$ cat config.mk
export PLATFORM = sky130hd
export DESIGN_NAME = seq_udiv_12_6
export DESIGN_NICKNAME = d
export VERILOG_FILES = /design/src/rtl/udiv_pkg.sv /design/src/rtl/seq_udiv_12_6_step.sv /design/src/rtl/seq_udiv_12_6.sv
export SDC_FILE = /design/constraint.sdc
export NUM_CORES = 1
export LEC_CHECK = 0
export ABC_AREA = 0
export BUFFER_PORTS_ARGS = -buffer_cell sky130_fd_sc_hd__buf_4
export CELL_PAD_IN_SITES_DETAIL_PLACEMENT = 0
export CELL_PAD_IN_SITES_GLOBAL_PLACEMENT = 1
export CORE_MARGIN = 2
export CORE_UTILIZATION = 44
export CTS_CLUSTER_SIZE = 20
export DETAILED_ROUTE_END_ITERATION = 10
export GPL_TIMING_DRIVEN = 0
export PLACE_DENSITY_LB_ADDON = 0.1
export RECOVER_POWER = 25
export SYNTH_ARGS = -nofsm -noshare
export SYNTH_HDL_FRONTEND = slang
export SYNTH_HIERARCHICAL = 1
export SYNTH_SLANG_ARGS = --single-unit
$ cat constraint.sdc
create_clock -name clk -period 3.78 [get_ports clk]
set_input_delay 0 -clock clk [delete_from_list [all_inputs] [get_ports clk]]
set_output_delay 0 -clock clk [all_outputs]
set_load 0.01 [all_outputs]
$ cat src/rtl/udiv_pkg.sv
// udiv_pkg: shared types and constants for the sequential 12/6 unsigned divider.
//   state_t    - controller states (IDLE, CALC, DONE)
//   DIVIDEND_W - dividend / quotient width
//   DIVISOR_W  - divisor / remainder width
//   CNT_W      - iteration counter width (holds 0..DIVIDEND_W)
//   QUOT_ONES  - quotient reported for a zero divisor
package udiv_pkg;

    localparam int DIVIDEND_W = 12;
    localparam int DIVISOR_W  = 6;
    localparam int CNT_W      = $clog2(DIVIDEND_W + 1);

    localparam logic [DIVIDEND_W-1:0] QUOT_ONES = '1;

    typedef enum logic [1:0] {
        IDLE = 2'd0,
        CALC = 2'd1,
        DONE = 2'd2
    } state_t;

endpackage

$ cat src/rtl/seq_udiv_12_6_step.sv
// udiv_step: one combinational restoring-division step.
//   rem_in  - current partial remainder (always < divisor)
//   bit_in  - next dividend bit shifted into the remainder
//   divisor - divisor
//   rem_out - next partial remainder
//   q_bit   - resolved quotient bit
module udiv_step
    import udiv_pkg::*;
(
    input  logic [DIVISOR_W-1:0] rem_in,
    input  logic                 bit_in,
    input  logic [DIVISOR_W-1:0] divisor,
    output logic [DIVISOR_W-1:0] rem_out,
    output logic                 q_bit
);

    logic [DIVISOR_W:0] t;
    logic [DIVISOR_W:0] diff;

    always_comb begin
        t    = {rem_in, bit_in};
        diff = t - {1'b0, divisor};
        // The trial value needs one extra bit; the result is below the
        // divisor again, so it fits back into DIVISOR_W bits.
        if (t >= {1'b0, divisor}) begin
            q_bit   = 1'b1;
            rem_out = diff[DIVISOR_W-1:0];
        end else begin
            q_bit   = 1'b0;
            rem_out = t[DIVISOR_W-1:0];
        end
    end

endmodule

$ cat src/rtl/seq_udiv_12_6.sv
// seq_udiv_12_6: sequential unsigned restoring divider, 12-bit dividend by
// 6-bit divisor, one quotient bit per clock.
//   clk, rst_n           - clock, asynchronous active-low reset
//   in_valid / in_ready  - operand handshake (ready only while idle)
//   dividend, divisor    - unsigned operands
//   out_valid/out_ready  - result handshake (result held until taken)
//   quotient, remainder  - unsigned results
//   div_zero             - result came from a zero divisor
module seq_udiv_12_6
    import udiv_pkg::*;
(
    input  logic                  clk,
    input  logic                  rst_n,
    input  logic                  in_valid,
    output logic                  in_ready,
    input  logic [DIVIDEND_W-1:0] dividend,
    input  logic [DIVISOR_W-1:0]  divisor,
    output logic                  out_valid,
    input  logic                  out_ready,
    output logic [DIVIDEND_W-1:0] quotient,
    output logic [DIVISOR_W-1:0]  remainder,
    output logic                  div_zero
);

    state_t                state, state_nxt;
    logic [CNT_W-1:0]      cnt;
    logic [DIVIDEND_W-1:0] q_reg;
    logic [DIVISOR_W-1:0]  r_reg;
    logic [DIVISOR_W-1:0]  d_reg;
    logic                  dz_reg;
    logic [DIVISOR_W-1:0]  r_next;
    logic                  q_bit;

    // q_reg doubles as the dividend shift register: its MSB feeds the step
    // while resolved quotient bits enter at the LSB.
    udiv_step u_step (
        .rem_in  (r_reg),
        .bit_in  (q_reg[DIVIDEND_W-1]),
        .divisor (d_reg),
        .rem_out (r_next),
        .q_bit   (q_bit)
    );

    always_ff @(posedge clk or negedge rst_n) begin
        if (!rst_n) begin
            state <= IDLE;
        end else begin
            state <= state_nxt;
        end
    end

    always_comb begin
        state_nxt = state;
        case (state)
            IDLE: begin
                if (in_valid) begin
                    state_nxt = (divisor == '0) ? DONE : CALC;
                end
            end
            CALC: begin
                if (cnt == CNT_W'(1)) begin
                    state_nxt = DONE;
                end
            end
            DONE: begin
                if (out_ready) begin
                    state_nxt = IDLE;
                end
            end
            default: state_nxt = IDLE;
        endcase
    end

    always_ff @(posedge clk or negedge rst_n) begin
        if (!rst_n) begin
            cnt    <= '0;
            q_reg  <= '0;
            r_reg  <= '0;
            d_reg  <= '0;
            dz_reg <= 1'b0;
        end else begin
            case (state)
                IDLE: begin
                    if (in_valid) begin
                        d_reg <= divisor;
                        if (divisor == '0) begin
                            q_reg  <= QUOT_ONES;
                            r_reg  <= dividend[DIVISOR_W-1:0];
                            dz_reg <= 1'b1;
                            cnt    <= '0;
                        end else begin
                            q_reg  <= dividend;
                            r_reg  <= '0;
                            dz_reg <= 1'b0;
                            cnt    <= CNT_W'(DIVIDEND_W);
                        end
                    end
                end
                CALC: begin
                    q_reg <= {q_reg[DIVIDEND_W-2:0], q_bit};
                    r_reg <= r_next;
                    cnt   <= cnt - CNT_W'(1);
                end
                default: ;
            endcase
        end
    end

    assign in_ready  = (state == IDLE);
    assign out_valid = (state == DONE);
    assign quotient  = q_reg;
    assign remainder = r_reg;
    assign div_zero  = dz_reg;

endmodule

==> results of run 1 <==
cells by family after synthesis:
group / after synthesis / share of synthesized area
AOI/OAI and AO/OA: 67 / 0.224
DFF: 31 / 0.399
and+or+nand+nor: 54 / 0.168
muxes: 12 / 0.0683
adders and majority gates: 10 / 0.0683
buffers and inverters: 25 / 0.0625
xor gates and xnor gates: 2 / 0.00902
cell usage after synthesis (2+ instances only):
cell	n	share of area
dfrtp_1	31	0.40
a21oi_1	27	0.070
nor2_1	18	0.035
o21ai_0	14	0.036
inv_1	13	0.025
mux2_2	10	0.058
ha_1	9	0.058
or3b_2	8	0.036
nand2_1	7	0.014
nand4_1	6	0.019
a211oi_1	4	0.015
buf_2	4	0.010
buf_4	4	0.015
o31ai_1	4	0.015
clkbuf_1	3	0.0058
nor2b_1	3	0.0097
a311o_1	2	0.010
and2b_2	2	0.0090
mux2i_1	2	0.010
nor3b_1	2	0.0077
nor4_1	2	0.0064
xnor2_1	2	0.0090
worst max-delay path by stage:
stage / depth (start not counted) / slack, ns / end
6_report: 10 / 1.21 / quotient[0]
3_3_place_gp: 10 / 1.21 / quotient[0]
3_5_place_dp: 10 / 1.21 / quotient[0]
2_1_floorplan: 10 / 1.46 / quotient[0]
4_1_cts: 10 / 1.18 / quotient[0]
5_1_grt: 10 / 1.00 / quotient[0]
power groups by stage:
stage	registers [mW]	logic (mW)	clock network, mW
2_1_floorplan	0.663	1.11	0
3_5_place_dp	0.649	1.57	0
4_1_cts	0.644	1.58	0.258
6_report	0.643	1.56	0.248
3_3_place_gp	0.651	1.55	0
5_1_grt	0.671	1.76	0.279
stage by stage:
stage,instances,power [mW],hold WS (ns)
2_1_floorplan,201,1.78,-0.296
3_3_place_gp,295,2.20,-0.0403
3_5_place_dp,295,2.21,-0.0314
4_1_cts,315,2.48,0.00616
5_1_grt,315,2.71,0.0203
6_report,315,2.46,0.0156
per-layer routing:
| layer | routed length [um] | vias to the layer above | share of wire |
|---|---|---|---|
| met4 | 25 | 0 | 0.0051 |
| li1 | - | 855 | - |
| met2 | 2350 | 36 | 0.48 |
| met3 | 200 | 2 | 0.041 |
| met5 | 0 | - | 0 |
| met1 | 2320 | 780 | 0.47 |
critical path, cell delays in order, from the launching register on:
cell	delay, ns
dfrtp_1	0.40
inv_1	0.09
ha_1	0.29
nand2b_4	0.15
a211oi_2	0.24
o21ai_1	0.16
a211oi_4	0.48
inv_1	0.07
or3b_2	0.43
o21ai_0	0.09
a21oi_1	0.06
layout make-up:
| cell class | instances | area, um2 |
|---|---|---|
| multi-input cells | 145 | 1040 |
| repair buffers | 54 | 432 |
| clock inverters | 3 | 15.0 |
| plain buffers | 12 | 72.6 |
| fillers | 415 | 1770 |
| inverters | 13 | 48.8 |
| well taps | 52 | 65.1 |
| flip-flops and latches | 31 | 776 |
| clock buffers | 5 | 68.8 |
repair_timing:
| item | CTS | global route |
|---|---|---|
| setup buffers | 0 | 0 |
| endpoints found under the hold margin | 42 | 0 |
| hold buffers | 12 | 0 |
| endpoints found under the setup margin | 0 | 0 |
==> impl_metrics.toml, run 1 <==
[power_and_ir_drop]
power.share.combinational = 0.637
leakagePower_nw = 1.14
p_clk_frac = 0.101
intPower_mw = 1.44
netSwitchingFraction = 0.415
powerDensity_nw_per_um2 = 973
power_switching_mw = 1.02
seqPwrFrac = 0.262
peakVddDrop_mv = 0.351

[clock_tree]
h-tree-depth = 2
cts_resized = 0
clk_pin_slew_worst_paths_ns = 0.06
numCtsBuffers = 5
clock_latency_ns = 0.28
cts.sinks = 31
cts_root_buf = "clkbuf_8"
cts_tree = "yes"
clk_path_buf_depth = 2

[worst_setup_path]
rrSetupSlack_ns = 1.21
criticalPathCategory = "flip-flop to flip-flop"
startpoint_type = "flip-flop"
worstPathRequired_ns = 3.94
reg2reg_to = "quotient[0]"
arrival_ns = 2.72
timing.rr.start = "quotient[11]"
reg2regPathDepth = 10
cp-end-kind = "flip-flop"
crit_start = "quotient[11]"
cp_max_fo = 7

[detailed_routing]
drc = 0
routed_wl_mm = 4.89
wl_per_cell_um = 15.5
drt_iter0_drc = 44
drt_pass1_iterations = 4
vias = 1673
via_per_inst = 5.31
ant_nets = 0

[layout]
drive_gt1_frac = 0.327
layout.nets = 294
final_common_cell = "buf_4"
utilization = 0.587
largest_reg_flops = 12
n_antenna_cell = 0
area_delta_synth_final_pct = 29.9
final_cell_mix = "buf_4, dfrtp_1, a21oi_1"
final_cell_area_um2 = 2520

[hold_path]
hold_start = "dividend[4]"
hp-class = "primary input to flip-flop"
holdPathEnd = "quotient[4]"
min_path_cells = 3

[place]
pre_cts_ws_ns = 1.21
placed_cell_area_um2 = 2320
port_buffers = 42
place.gp.congestion = 0.772
dpl.hpwl_mm = 3.57

[sta]
timing.final.ws_setup_ns = 1.21
tightest_slew_ns = 1.69
report.final.slew_viol_count = 32
finalSetupViolCount = 0
fin_setup_tns_ns = 0
final_hold_viol_count = 0
fin_crit_ns = 2.57
fin_crit_sh = 0.680
relSlewSlack = -0.127
max_freq_mhz = 389
rsz0062_at_grt = "false"
skew_ns = 0.00817

[yosys]
ys_warn_count = 6
synth_area_um2 = 1940
synth_edf_count = 0
yosysSeqAreaShare = 0.399
avgSynthCellArea_um2 = 9.66
synth_flop_cell = "dfrtp_1"
ys_async_sr_fraction = 1.00
synth-seq-cells = 31
synth_cell_type_count = 46
synth_nets = 233
syn-instance-count = 201

[global_routing]
first_global_vias = 1789
gr-usage-met2 = 0.360
grt_use_met1 = 0.289
grt.overflow.total = 0
use_met3 = 0.0433
grt.total_usage = 0.217
grt_pass1_wl_mm = 8.42
grt_max_degree = 32
top_usage_layer = "met2"
antenna_found_initial = 0

[outcome]
status = "finished with violations"
violations = "max-capacitance violations, max-slew violations"

[run]
max_cap_violations = 1

[floorplan]
io_pins = 43
die_area_um2 = 4960
start_util = 0.452
die_h_um = 70.4
die_x_um = 70.4
num_rows = 24
core_area_um2 = 4290
No activity file was read; power rests on OpenSTA's default activity.
==> inputs of run 2 (changes only) <==
--- a/config.mk
+++ b/config.mk
@@ -5,12 +5,12 @@
 export SDC_FILE = /design/constraint.sdc
 export NUM_CORES = 1
 export LEC_CHECK = 0
-export ABC_AREA = 0
+export ABC_AREA = 1
 export BUFFER_PORTS_ARGS = -buffer_cell sky130_fd_sc_hd__buf_4
 export CELL_PAD_IN_SITES_DETAIL_PLACEMENT = 0
 export CELL_PAD_IN_SITES_GLOBAL_PLACEMENT = 1
 export CORE_MARGIN = 2
-export CORE_UTILIZATION = 44
+export CORE_UTILIZATION = 36
 export CTS_CLUSTER_SIZE = 20
 export DETAILED_ROUTE_END_ITERATION = 10
 export GPL_TIMING_DRIVEN = 0
==> constraint.sdc (replaced) <==
create_clock -name clk -period 2.3 [get_ports clk]
set_input_delay 0 -clock clk [delete_from_list [all_inputs] [get_ports clk]]
set_output_delay 0 -clock clk [all_outputs]
set_load 0.01 [all_outputs]
==> run 2 against run 1 <==
Net effect:
- the flow finishes with violations (negative hold slack, max-capacitance violations, max-slew violations)
- combinational power grew 67%
- count of clock-buffer cells in the layout up 3
- routed wire length grew 1.5%
- global-route usage down 3.6 points
- maximum frequency up 33%
- non-clock buffer count up 1
- sequential share of layout area down 2.2 points
- clock power up 91%
- via count increased by 9.0%
- first-iteration DRC count is 86% higher
- hold slack got worse by 0.016 ns
==> impl_metrics.toml, run 2 <==
[outcome]
status = "finished with violations"
violations = "negative hold slack, max-capacitance violations, max-slew violations"

[layout]
n_antenna_cell = 0
drive_gt1_frac = 0.233
layout.nets = 361
final_cell_mix = "nand2_1, buf_4, dfrtp_1"
regArea_um2 = 776
largest_reg_flops = 12
area_delta_synth_final_pct = 34.1
num-fill-cells = 583
multi_input_area_um2 = 1080
final_common_cell = "nand2_1"
utilization = 0.497

[power_and_ir_drop]
intPower_mw = 2.20
p_clk_frac = 0.115
powerDensity_nw_per_um2 = 1520
leakagePower_nw = 1.43
seqPwrFrac = 0.255
netSwitchingFraction = 0.469
power.share.combinational = 0.630
power_switching_mw = 1.94
peakVddDrop_mv = 0.549

[clock_tree]
numCtsBuffers = 5
cts.sinks = 31
clock_latency_ns = 0.28
cts_resized = 0
cts_tree = "yes"
clk_path_buf_depth = 2
h-tree-depth = 2
cts_root_buf = "clkbuf_8"
clk_pin_slew_worst_paths_ns = 0.07

[yosys]
synth_area_um2 = 2030
synth_flop_cell = "dfrtp_1"
synth_edf_count = 0
yosysTopAreaCellShare = 0.382
syn-instance-count = 261
yosys.cell_count.top_type = "nand2_1"
synth_nets = 293
ys_async_sr_fraction = 1.00
avgSynthCellArea_um2 = 7.77
yosys-top-cells-count = "nand2_1, dfrtp_1, inv_1"
yosysSeqAreaShare = 0.382
ys_warn_count = 6
synth_cell_type_count = 34
synth.largest_area_cell = "dfrtp_1"
synth.area.top_cells = "dfrtp_1, nand2_1, ha_1, inv_1, buf_6"
synth-seq-cells = 31

[floorplan]
core_area_um2 = 5470
num_rows = 27
io_pins = 43
die_area_um2 = 6250
start_util = 0.371
die_h_um = 79.1
die_x_um = 79.1

[global_routing]
antenna_found_initial = 0
grt.total_usage = 0.181
first_global_vias = 1851
grt_max_degree = 32
grt.overflow.total = 0
grt_pass1_wl_mm = 8.94

[place]
place.gp.congestion = 0.784
pre_cts_ws_ns = 0.376
port_buffers = 42
dpl.hpwl_mm = 3.74

[worst_setup_path]
cpMaxStageDelayCell = "fa_1"
criticalPathCategory = "flip-flop to flip-flop"
crit_top_cell = "nand2_1"
max_stage_delay_ns = 0.40
startpoint_type = "flip-flop"
worstPathRequired_ns = 2.50
arrival_ns = 2.13
cp_max_fo = 3
cp-end-kind = "flip-flop"
cp_cell_sequence = "inv_1, ha_1, fa_1, nand3b_1, nand2_1, xor2_1, nand2_1, nand2_1, a21oi_1, a21oi_1"

[detailed_routing]
drt_pass1_iterations = 4
via_per_inst = 4.53
drc = 0
vias = 1823
routed_wl_mm = 4.96
drt_iter0_drc = 82
ant_nets = 0
wl_per_cell_um = 12.3

[sta]
final_hold_viol_count = 1
fin_setup_tns_ns = 0
max_freq_mhz = 520
whs_ns = -0.000915
report.final.slew_viol_count = 32
fin_crit_ns = 1.92
fin_crit_sh = 0.837
relSlewSlack = -0.163
skew_ns = 0.00342
finalSetupViolCount = 0
rsz0062_at_grt = "false"
timing.final.ws_setup_ns = 0.375
tightest_slew_ns = 1.75

[run]
max_cap_violations = 1

[hold_path]
hp-class = "primary input to flip-flop"
## run 2: changes by cell type after synthesis, moves of 6 or more
| cell | before | now |
|---|---|---|
| or3b_2 | 8 | 0 |
| nand2_1 | 7 | 101 |
| nand3_1 | 0 | 9 |
| or2_1 | 0 | 7 |
| inv_1 | 13 | 19 |
| o21ai_0 | 14 | 5 |
| a21oi_1 | 27 | 13 |
| o21ai_1 | 1 | 10 |
| mux2_2 | 10 | 0 |
## run 2: area by class of cell
class / instances / share of cell area
plain buffers: 6 / 0.0248
clock buffers: 8 / 0.0368
inverters: 25 / 0.0400
multi-input cells: 199 / 0.396
flip-flops and latches: 31 / 0.285
well taps: 72 / 0.0331
repair buffers: 61 / 0.184
## run 2: cell families (layout without fill, tap and decap cells)
kind of cell / Yosys count / in the layout / synth area share
and+or+nand+nor: 153 / 153 / 0.362
AOI/OAI and AO/OA: 33 / 33 / 0.0901
adders and majority gates: 10 / 10 / 0.0654
xor gates and xnor gates: 3 / 3 / 0.0130
DFF: 31 / 31 / 0.382
buffers and inverters: 31 / 100 / 0.0870
## run 2: power by group through the flow
stage	logic (mW)	clock network, mW	registers (mW)
floorplan	1.85	0	1.08
finish	2.61	0.474	1.06
global route	2.99	0.514	1.10
global placement	2.59	0	1.06
CTS	2.65	0.489	1.06
detailed placement	2.62	0	1.06
## run 2: worst max-delay path, delay by kind of cell, from the launching register on
kind / cells / cell delay (ns)
flip-flops: 1 / 0.37
AO/OA/AOI/OAI: 2 / 0.22
AND/OR/NAND/NOR: 4 / 0.41
adder cells (fa/ha/maj): 2 / 0.60
XOR/XNOR: 1 / 0.16
buffers and inverters: 1 / 0.09
## run 2: through the flow
step	power [mW]	area, um2	hold WS [ns]	cells
after floorplan	2.93	2030	-0.296	261
after global placement	3.65	2430	-0.0325	375
after detailed placement	3.68	2430	-0.0316	375
after CTS	4.20	2720	0.00959	402
after global routing	4.60	2720	0.0230	402
final	4.14	2720	-0.000915	402
## run 2: final timing paths
check | startpoint | end | cells after the start | slack (ns)
worst max-delay path | quotient[11] | remainder[4] | 10 | 0.38
worst min-delay path | dividend[0] | quotient[0] | 3 | -0.0009
worst max register to register | quotient[11] | remainder[4] | 10 | 0.38
worst min register to register | d_reg[4] | d_reg[4] | 2 | 0.47
max in group asynchronous | rst_n | quotient[9] | 2 | 0.57
min in group asynchronous | rst_n | remainder[1] | 2 | 0.72
## run 2: timing repair
action | CTS | global route
hold endpoints to repair | 49 | 0
buffers inserted | 0 | 0
hold buffers | 19 | 0
## run 2: routing by layer
layer / GRT usage / wire [um]
met1: 0.241 / 2370
met2: 0.302 / 2360
met3: 0.0318 / 171
met4: 0.0517 / 59
met5: 0 / 0
